$ cat config.mk
export PLATFORM = sky130hd
export DESIGN_NAME = bpf_sweep_stimulus_flat
export DESIGN_NICKNAME = d
export VERILOG_FILES = /design/src/rtl/bpf_sweep_stimulus_if.sv /design/src/rtl/bpf_sweep_stimulus.sv /design/src/flat_wrapper.sv
export SDC_FILE = /design/constraint.sdc
export NUM_CORES = 1
export LEC_CHECK = 0
export ABC_AREA = 1
export BUFFER_PORTS_ARGS = -buffer_cell sky130_fd_sc_hd__buf_2
export CELL_PAD_IN_SITES_DETAIL_PLACEMENT = 0
export CELL_PAD_IN_SITES_GLOBAL_PLACEMENT = 2
export CORE_MARGIN = 8
export CORE_UTILIZATION = 31
export DETAILED_ROUTE_END_ITERATION = 8
export PLACE_DENSITY_LB_ADDON = 0.1
export SLEW_MARGIN = 10
export SYNTH_ARGS = -nofsm -noshare
export SYNTH_HDL_FRONTEND = slang
export SYNTH_SLANG_ARGS = --single-unit
$ cat constraint.sdc
create_clock -name clk -period 2.8 [get_ports clk]
set_clock_uncertainty 0.15 [all_clocks]
set_input_delay 0.56 -clock clk [delete_from_list [all_inputs] [get_ports clk]]
set_output_delay 0.56 -clock clk [all_outputs]
set_load 0.02 [all_outputs]
$ cat src/rtl/bpf_sweep_stimulus_if.sv
// Bus bundle for the band-pass filter sweep stimulus generator.
// The master side (sequencer/bench) supplies the sweep request and
// configuration; the slave side (the generator) returns the DAC sample
// stream and the tagging flags for the downstream power detector.
interface bpf_sweep_stimulus_if #(
  parameter int PHASE_W = 32,
  parameter int OUT_W   = 12,
  parameter int CNT_W   = 16,
  parameter int NPTS_W  = 10
);

  logic                      start;
  logic                      abort;
  logic        [PHASE_W-1:0] f_start;
  logic        [PHASE_W-1:0] f_step;
  logic        [NPTS_W-1:0]  n_points;
  logic        [CNT_W-1:0]   settle_cyc;
  logic        [CNT_W-1:0]   dwell_cyc;

  logic                      busy;
  logic signed [OUT_W-1:0]   sample;
  logic                      sample_valid;
  logic                      meas_window;
  logic        [NPTS_W-1:0]  point_idx;
  logic        [PHASE_W-1:0] cur_fcw;
  logic                      point_done;
  logic                      sweep_done;

  modport master (
    output start, abort, f_start, f_step, n_points, settle_cyc, dwell_cyc,
    input  busy, sample, sample_valid, meas_window, point_idx, cur_fcw,
           point_done, sweep_done
  );

  modport slave (
    input  start, abort, f_start, f_step, n_points, settle_cyc, dwell_cyc,
    output busy, sample, sample_valid, meas_window, point_idx, cur_fcw,
           point_done, sweep_done
  );

endinterface

$ cat src/rtl/bpf_sweep_stimulus.sv
// Stepped-frequency stimulus generator for the 14 MHz HF band-pass filter
// S21 sweep. A phase accumulator produces a triangle tone for the DAC; the
// sequencer walks n_points frequencies, each with a settle interval followed
// by a dwell (measurement) interval and a one-cycle step. The phase is kept
// continuous across point boundaries so the filter never sees a jump.
module bpf_sweep_stimulus #(
  parameter int PHASE_W = 32,
  parameter int OUT_W   = 12,
  parameter int CNT_W   = 16,
  parameter int NPTS_W  = 10
) (
  input  logic                    clk,
  input  logic                    rst,
  bpf_sweep_stimulus_if.slave     bus
);

  typedef enum logic [2:0] {
    IDLE,
    SETTLE,
    DWELL,
    STEP,
    DONE
  } state_t;

  state_t               state;
  logic [PHASE_W-1:0]   phase;
  logic [PHASE_W-1:0]   step_reg;
  logic [NPTS_W-1:0]    npts_reg;
  logic [CNT_W-1:0]     settle_reg;
  logic [CNT_W-1:0]     dwell_reg;
  logic [CNT_W-1:0]     cnt;
  logic [CNT_W-1:0]     dwell_eff;
  logic [OUT_W-1:0]     tri_mag;
  logic                 tone_active;

  // Fold the upper phase bits into an unsigned triangle and clamp a zero dwell to one cycle.
  always_comb begin
    dwell_eff   = (bus.dwell_cyc == '0) ? CNT_W'(1) : bus.dwell_cyc;
    tri_mag     = phase[PHASE_W-1] ? ~phase[PHASE_W-2 -: OUT_W] : phase[PHASE_W-2 -: OUT_W];
    tone_active = (state == SETTLE) || (state == DWELL) || (state == STEP);
  end

  // Sweep sequencer: state, counters, phase accumulator and registered status outputs.
  always_ff @(posedge clk) begin
    if (rst) begin
      state           <= IDLE;
      phase           <= '0;
      step_reg        <= '0;
      npts_reg        <= '0;
      settle_reg      <= '0;
      dwell_reg       <= '0;
      cnt             <= '0;
      bus.busy        <= 1'b0;
      bus.meas_window <= 1'b0;
      bus.point_idx   <= '0;
      bus.cur_fcw     <= '0;
      bus.point_done  <= 1'b0;
      bus.sweep_done  <= 1'b0;
    end else begin
      bus.point_done <= 1'b0;
      bus.sweep_done <= 1'b0;
      if ((state != IDLE) && bus.abort) begin
        state           <= IDLE;
        phase           <= '0;
        cnt             <= '0;
        bus.busy        <= 1'b0;
        bus.meas_window <= 1'b0;
      end else begin
        case (state)
          IDLE: begin
            if (bus.start) begin
              step_reg      <= bus.f_step;
              npts_reg      <= bus.n_points;
              settle_reg    <= bus.settle_cyc;
              dwell_reg     <= dwell_eff;
              bus.point_idx <= '0;
              bus.cur_fcw   <= bus.f_start;
              phase         <= '0;
              bus.busy      <= 1'b1;
              if (bus.n_points == '0) begin
                state          <= DONE;
                bus.sweep_done <= 1'b1;
              end else if (bus.settle_cyc == '0) begin
                state           <= DWELL;
                cnt             <= dwell_eff;
                bus.meas_window <= 1'b1;
              end else begin
                state <= SETTLE;
                cnt   <= bus.settle_cyc;
              end
            end
          end

          SETTLE: begin
            phase <= phase + bus.cur_fcw;
            if (cnt == CNT_W'(1)) begin
              state           <= DWELL;
              cnt             <= dwell_reg;
              bus.meas_window <= 1'b1;
            end else begin
              cnt <= cnt - CNT_W'(1);
            end
          end

          DWELL: begin
            phase <= phase + bus.cur_fcw;
            if (cnt == CNT_W'(1)) begin
              state           <= STEP;
              bus.meas_window <= 1'b0;
              bus.point_done  <= 1'b1;
            end else begin
              cnt <= cnt - CNT_W'(1);
            end
          end

          STEP: begin
            if (bus.point_idx == npts_reg - NPTS_W'(1)) begin
              state          <= DONE;
              phase          <= '0;
              bus.sweep_done <= 1'b1;
            end else begin
              phase         <= phase + bus.cur_fcw;
              bus.point_idx <= bus.point_idx + NPTS_W'(1);
              bus.cur_fcw   <= bus.cur_fcw + step_reg;
              if (settle_reg == '0) begin
                state           <= DWELL;
                cnt             <= dwell_reg;
                bus.meas_window <= 1'b1;
              end else begin
                state <= SETTLE;
                cnt   <= settle_reg;
              end
            end
          end

          DONE: begin
            state    <= IDLE;
            phase    <= '0;
            bus.busy <= 1'b0;
          end

          default: begin
            state    <= IDLE;
            phase    <= '0;
            bus.busy <= 1'b0;
          end
        endcase
      end
    end
  end

  // DAC sample register: offset-binary triangle becomes two's complement by flipping its MSB.
  always_ff @(posedge clk) begin
    if (rst) begin
      bus.sample       <= '0;
      bus.sample_valid <= 1'b0;
    end else begin
      bus.sample_valid <= tone_active;
      bus.sample       <= tone_active ? {~tri_mag[OUT_W-1], tri_mag[OUT_W-2:0]} : '0;
    end
  end

endmodule

$ cat src/flat_wrapper.sv
// flat-port wrapper written by rule: the top's interface ports become plain ports
module bpf_sweep_stimulus_flat 
#(
  parameter int PHASE_W = 32,
  parameter int OUT_W   = 12,
  parameter int CNT_W   = 16,
  parameter int NPTS_W  = 10
)
  (clk, rst, bus_start, bus_abort, bus_f_start, bus_f_step, bus_n_points, bus_settle_cyc, bus_dwell_cyc, bus_busy, bus_sample, bus_sample_valid, bus_meas_window, bus_point_idx, bus_cur_fcw, bus_point_done, bus_sweep_done);
  bpf_sweep_stimulus_if #(.PHASE_W(PHASE_W), .OUT_W(OUT_W), .CNT_W(CNT_W), .NPTS_W(NPTS_W)) bus_i ();
  input  logic clk;
  input  logic rst;
  input wire logic [$bits(bus_i.start)-1:0] bus_start;
  input wire logic [$bits(bus_i.abort)-1:0] bus_abort;
  input wire logic [$bits(bus_i.f_start)-1:0] bus_f_start;
  input wire logic [$bits(bus_i.f_step)-1:0] bus_f_step;
  input wire logic [$bits(bus_i.n_points)-1:0] bus_n_points;
  input wire logic [$bits(bus_i.settle_cyc)-1:0] bus_settle_cyc;
  input wire logic [$bits(bus_i.dwell_cyc)-1:0] bus_dwell_cyc;
  output wire logic [$bits(bus_i.busy)-1:0] bus_busy;
  output wire logic [$bits(bus_i.sample)-1:0] bus_sample;
  output wire logic [$bits(bus_i.sample_valid)-1:0] bus_sample_valid;
  output wire logic [$bits(bus_i.meas_window)-1:0] bus_meas_window;
  output wire logic [$bits(bus_i.point_idx)-1:0] bus_point_idx;
  output wire logic [$bits(bus_i.cur_fcw)-1:0] bus_cur_fcw;
  output wire logic [$bits(bus_i.point_done)-1:0] bus_point_done;
  output wire logic [$bits(bus_i.sweep_done)-1:0] bus_sweep_done;
  assign bus_i.start = bus_start;
  assign bus_i.abort = bus_abort;
  assign bus_i.f_start = bus_f_start;
  assign bus_i.f_step = bus_f_step;
  assign bus_i.n_points = bus_n_points;
  assign bus_i.settle_cyc = bus_settle_cyc;
  assign bus_i.dwell_cyc = bus_dwell_cyc;
  assign bus_busy = bus_i.busy;
  assign bus_sample = bus_i.sample;
  assign bus_sample_valid = bus_i.sample_valid;
  assign bus_meas_window = bus_i.meas_window;
  assign bus_point_idx = bus_i.point_idx;
  assign bus_cur_fcw = bus_i.cur_fcw;
  assign bus_point_done = bus_i.point_done;
  assign bus_sweep_done = bus_i.sweep_done;
  bpf_sweep_stimulus #(.PHASE_W(PHASE_W), .OUT_W(OUT_W), .CNT_W(CNT_W), .NPTS_W(NPTS_W)) u_core (.clk(clk), .rst(rst), .bus(bus_i));
endmodule
==> After elaboration in Yosys (flattened, before gate mapping) <==
Cells that the tools add are included.
{ "word_totals": {"inputBits": 110, "reg_bits": 184, "elab_cells": 103, "out_inout_bits": 59} }
{ "classes": {"bitwise_logic": 6, "add_sub_neg": 5, "reduce_logical": 22, "muxes": 42, "n_eq_ne": 13} }
{ "op_table": {"columns": ["cell", "count"], "rows": [
  ["two-way mux 16 bit", 8],
  ["two-way mux 32 bit", 4],
  ["case mux 32 bit (3 select lines)", 1],
  ["adder 32 bit", 2],
  ["case mux 16 bit (4 select lines)", 1],
  ["case mux 32 bit (2 select lines)", 1],
  ["logical NOT 16 bit", 3],
  ["two-way mux 10 bit", 2],
  ["case mux 10 bit (2 select lines)", 1],
  ["equality test 16 x 1 -> 1 bit, second input constant", 1],
  ["subtractor 16 x 1 -> 16 bit, second input constant", 1],
  ["two-way mux 3 bit", 5],
  ["inequality test 2 bit, second input constant", 7],
  ["two-way mux 1 bit", 12],
  ["two-way mux 12 bit", 1],
  ["inverter 12 bit", 1],
  ["case mux 3 bit (4 select lines)", 1],
  ["adder 10 x 1 -> 10 bit, second input constant", 1],
  ["equality test 10 bit", 1],
  ["logical NOT 10 bit", 1],
  ["subtractor 10 x 1 -> 10 bit, second input constant", 1],
  ["AND reduction 8 bit", 1],
  ["equality test 3 x 2 -> 1 bit, second input constant", 2],
  ["AND reduction 3 bit", 2],
  ["17 further kinds", 27]
]} }

==> Depth between registers and ports, before layout <==
{ "depth": {"depth_word": 6, "mapped_depth": 18, "mapped_depth_nobuf": 17} }

==> Worst setup path before layout <==
Ideal clock, no wire load.
{ "synth_path": {"kind": "register to register", "startpoint": "register u_core.bus.cur_fcw[0]", "endpoint": "register u_core.phase[16]", "t_arrival_ns": 2.278, "setup_time_ns": 0.110, "t_required_ns": 2.540, "path_slack_ns": 0.262, "synth_period_minus_slack_ns": 2.538, "path_stages_with_launch": 15, "n_path_buf": 0, "path_cell_list": "dfxtp_1 -> ha_1 -> inv_1 -> fa_1 -> o21ai_0 -> nand2_1 -> o211ai_1 -> inv_1 -> o21bai_1 -> xnor2_1 -> inv_1 -> nand2_1 -> nand2_1 -> nand2_1 -> inv_1"} }
{ "synth_between": {"elab_chain_len": 3} }
{ "synth_rtl": {"columns": ["element", "line", "text"], "rows": [
  ["from (decl)", "bpf_sweep_stimulus_if.sv:37", "output busy, sample, sample_valid, meas_window, point_idx, cur_fcw,"],
  ["from (signal assigned)", "bpf_sweep_stimulus.sv:77", "bus.cur_fcw <= bus.f_start;"],
  ["from (signal assigned)", "bpf_sweep_stimulus.sv:124", "bus.cur_fcw <= bus.cur_fcw + step_reg;"],
  ["adder 32 bit *", "bpf_sweep_stimulus.sv:95, bpf_sweep_stimulus.sv:106, bpf_sweep_stimulus.sv:122", null],
  ["two-way mux 32 bit", "bpf_sweep_stimulus.sv:117", "if (bus.point_idx == npts_reg - NPTS_W'(1)) begin"],
  ["case mux 32 bit (3 select lines) *", "bpf_sweep_stimulus.sv:69", "case (state)"],
  ["to (signal assigned)", "bpf_sweep_stimulus.sv:95", "phase <= phase + bus.cur_fcw;"],
  ["to (signal assigned)", "bpf_sweep_stimulus.sv:106", "phase <= phase + bus.cur_fcw;"],
  ["to (signal assigned)", "bpf_sweep_stimulus.sv:122", "phase <= phase + bus.cur_fcw;"],
  ["to (decl)", "bpf_sweep_stimulus.sv:26", "logic [PHASE_W-1:0] phase;"]
]} }
Mark *: on every way between the ends. The rest lies on a longest branch, timed or not.
A chain may end at the register's enable or synchronous reset.

==> Worst setup path after layout <==
{ "layout_path": {"startpoint": "register u_core.bus.cur_fcw[0]", "endpoint": "register u_core.bus.cur_fcw[18]"} }
{ "layout_between": {"elab_chain_len": 3} }
{ "layout_rtl": {"columns": ["element", "line"], "rows": [
  ["adder 32 bit", "bpf_sweep_stimulus.sv:124"],
  ["two-way mux 32 bit", "bpf_sweep_stimulus.sv:117"],
  ["case mux 32 bit (2 select lines)", "bpf_sweep_stimulus.sv:69"]
]} }
Every way passes these cells. The select of a mux whose other input is x is not followed.

==> results by group <==
Outcome
  • Status: completed

Routing
  • Vias per inst: 4.80
  • 1st-iter DRT viols: 645
  • Routed vias: 13,500
  • Detailed Routing Iterations Pass 1: 5
  • Drt total wl: 51,500 um
  • Residual DRC: 0
  • ANT nets after route: 0
  • Drt wl/cell: 18.3 um

Worst setup path
  • Critical path's most frequent cell: nand2_1
  • CP startpoint kind: flop
  • Critical Path AT: 2860 ps
  • Crit path cell chain: ha_1, inv_1, fa_1, o21ai_0, buf_4, nand2_1, nand2_1, inv_1, o21bai_1, buf_4, nand3_1, nand2_1, nand2_1, nand3_1, nand2_1, nor2_1, nor2_1
  • Crit end category: flop
  • Worst stage delay on the critical path: 400 ps
  • Worst Path Max Fanout: 4
  • Slowest cell on the critical path: fa_1
  • Crit path buf inv count: 4
  • Worst r2r src: u_core.bus.cur_fcw[0]
  • Critical Path RT: 3050 ps
  • Top cell family by delay on the critical path: simple AND/OR/NAND/NOR gates
  • Kind of critical path: reg2reg
  • CP Launch Point: u_core.bus.cur_fcw[0]

Floorplan
  • Starting Density: 31.5%
  • DIE HEIGHT: 220 um
  • Num rows: 74
  • Die X-Extent: 220 um
  • # IOs: 169
  • Core area: 0.0408 mm2
  • Die area: 0.0482 mm2

STA
  • RSZ-0062 raised after global routing: false
  • Max-slew headroom: 53.0%
  • Final hold slack: 152 ps
  • Final setup viols: 0
  • Max Freq: 384 MHz
  • Slew Viols, Final: 0
  • Setup_tns: 0 ps
  • Post-route minimum period: 2610 ps
  • Final Hold Vio Count: 0
  • Worst slew pin tran: 705 ps
  • Min setup slack post-route: 193 ps
  • Final period util: 93.1%

Power
  • Flop pwr share: 29.0%
  • Worst vdd ir: 0.446 mV
  • Tot Pwr: 13,600 uW
  • Pint: 6910 uW
  • Leakage: 0.00754 uW
  • Pwr Density: 907 mW/mm2
  • Sw Pwr: 6670 uW
  • Clock power share: 17.8%
  • Logic pwr share: 53.2%
  • Switching share of power: 49.1%

Placement
  • DP HPWL: 41,300 um
  • Cells after DPL: 2,786
  • Final GP Congestion: 0.906
  • Dpl ws: 219 ps
  • # port buffers: 168

Final layout
  • Layout Cells excl Fill: 2,817
  • Layout Nets: 2,451
  • Antenna cells: 0
  • Share of layout cells above drive strength 1: 11.9%
  • P&R area growth vs syn: 16.6%

Global routing
  • Grt ovf: 0
  • Tot GR Track Use: 21.8%
  • First-pass GRT wire length: 80,400 um
  • Vias in the first global route: 13,900
  • Largest net degree at the start of global routing: 58
  • Initial antenna violation count: 1

Synthesis
  • Cell taking the most area after synthesis: dfxtp_1
  • Mean post-synth cell area: 6.09 um2
  • Net Count, Synth: 2,288
  • Yosys cell types: 45
  • Post-synthesis async set-or-reset flop share: 0%
  • Synth cell count leaders: nand2_1 (713), inv_1 (242), nor2_1 (217)
  • Yosys reg bits: 184
  • EDFF count, synth: 0
  • Top-count cell post-synth: nand2_1
  • Top_reg_cell synth: dfxtp_1
  • Synth warn: 0
  • Synth area leaders: dfxtp_1 (29%), nand2_1 (21%), a21oi_1 (8.0%)
  • Syn Std Cell Area: 0.0128 mm2
  • Synth top area share: 28.7%
  • Sequential fraction of the synthesis area: 28.7%
  • Post-Syn Instances: 2,110

Run
  • Max-cap violations: 0

Min path
  • Worst hold path class: in2reg
  • Hold_sp: bus_f_step[13]

Clock network
  • H-tree depth: 4
  • Clk buf depth: 2
  • Post-CTS Setup Repair Bufs: 0
  • CTS tree: built
  • Clock slew at reported path FFs: 70 ps
  • Root buffer cell: clkbuf_16
  • CTS Buf Count: 17
  • CTS Sinks: 184
  • Worst-Skew Late Latency: 500 ps
==> final timing paths <==
kind / to / slack (ps) / cells past startpoint
worst max-delay path: u_core.bus.cur_fcw[18] / 190 / 17
worst min register to register: u_core.dwell_reg[13] / 320 / 2
worst max register to register: u_core.bus.cur_fcw[18] / 190 / 17
worst min-delay path: u_core.step_reg[13] / 150 / 3
==> worst reg2reg max path: stages, from the launching register on <==
cell and delay [ps]:
dfxtp_1 380, ha_1 180, inv_1 50, fa_1 400
o21ai_0 190, buf_4 160, nand2_1 50, nand2_1 110
inv_1 80, o21bai_1 120, buf_4 160, nand3_1 100
nand2_1 80, nand2_1 50, nand3_1 60, nand2_1 50
nor2_1 80, nor2_1 40
==> metal layers <==
layer / vias to the layer above / wire, um / GRT usage [%]
li1: 7061 / - / -
met2: 211 / 25200 / 38.6
met5: - / 10 / 0
met3: 41 / 1670 / 3.57
met1: 6212 / 23800 / 27.1
met4: 2 / 843 / 5.89
==> repair_timing <==
| action | in CTS | in global routing |
|---|---|---|
| endpoints found under the setup margin | 0 | 6 |
| resized for setup | 0 | 5 |
| hold buffers | 0 | 0 |
==> power groups by stage <==
stage               logic (uW)  clock network [uW]  registers, uW
finish                    7220                2420           3940
CTS                       7320                2520           3950
global route              8200                2610           4020
detailed placement        7290                   0           4010
floorplan                 4840                   0           3960
global placement          7280                   0           4000
==> logic make-up after synthesis <==
family                     after synthesis  share of synthesized area [%]
xor gates and xnor gates                64                           4.36
buffers and inverters                  320                           9.82
muxes                                    1                         0.0779
AOI/OAI and AO/OA                      370                           15.3
adders and majority gates               68                           6.74
DFF                                    184                           28.7
and+or+nand+nor                       1103                           35.0
==> layout make-up <==
type | instances | area [um2]
multi-input cells | 1606 | 7920
fillers | 4620 | 25900
well taps | 532 | 666
clock inverters | 6 | 67.6
clock buffers | 25 | 485
repair buffers | 211 | 1200
inverters | 253 | 950
flip-flops and latches | 184 | 3680
==> cells in the final DEF (no fill, tap or decap), drive strengths merged, types with 2 or more instances in the layout <==
cell and count:
xor2 38, o2111ai 2, nor3 22, nor2 225, clkinv 7, clkinvlp 2
and2 2, ha 66, nand4 25, a21o 3, clkbuf 25, nand2 716
dfxtp 184, o211ai 6, o21bai 11, fa 2, buf 211, inv 249
nand3 92, o21ai 122, xnor2 26, a21boi 3, a21oi 206, o221ai 5
or2 2, o21a 3, a211oi 2, a22oi 4, nand3b 9, nor3b 3
nor4 7
==> metrics by stage <==
| step | instance area [um2] | util, % |
|---|---|---|
| after floorplan | 12800 | - |
| after global placement | 14400 | 35.3 |
| after detailed placement | 14400 | 35.3 |
| after CTS | 15000 | 36.6 |
| after global routing | 15000 | 36.7 |
| final | 15000 | 36.7 |
No activity file was read; power rests on OpenSTA's default activity.
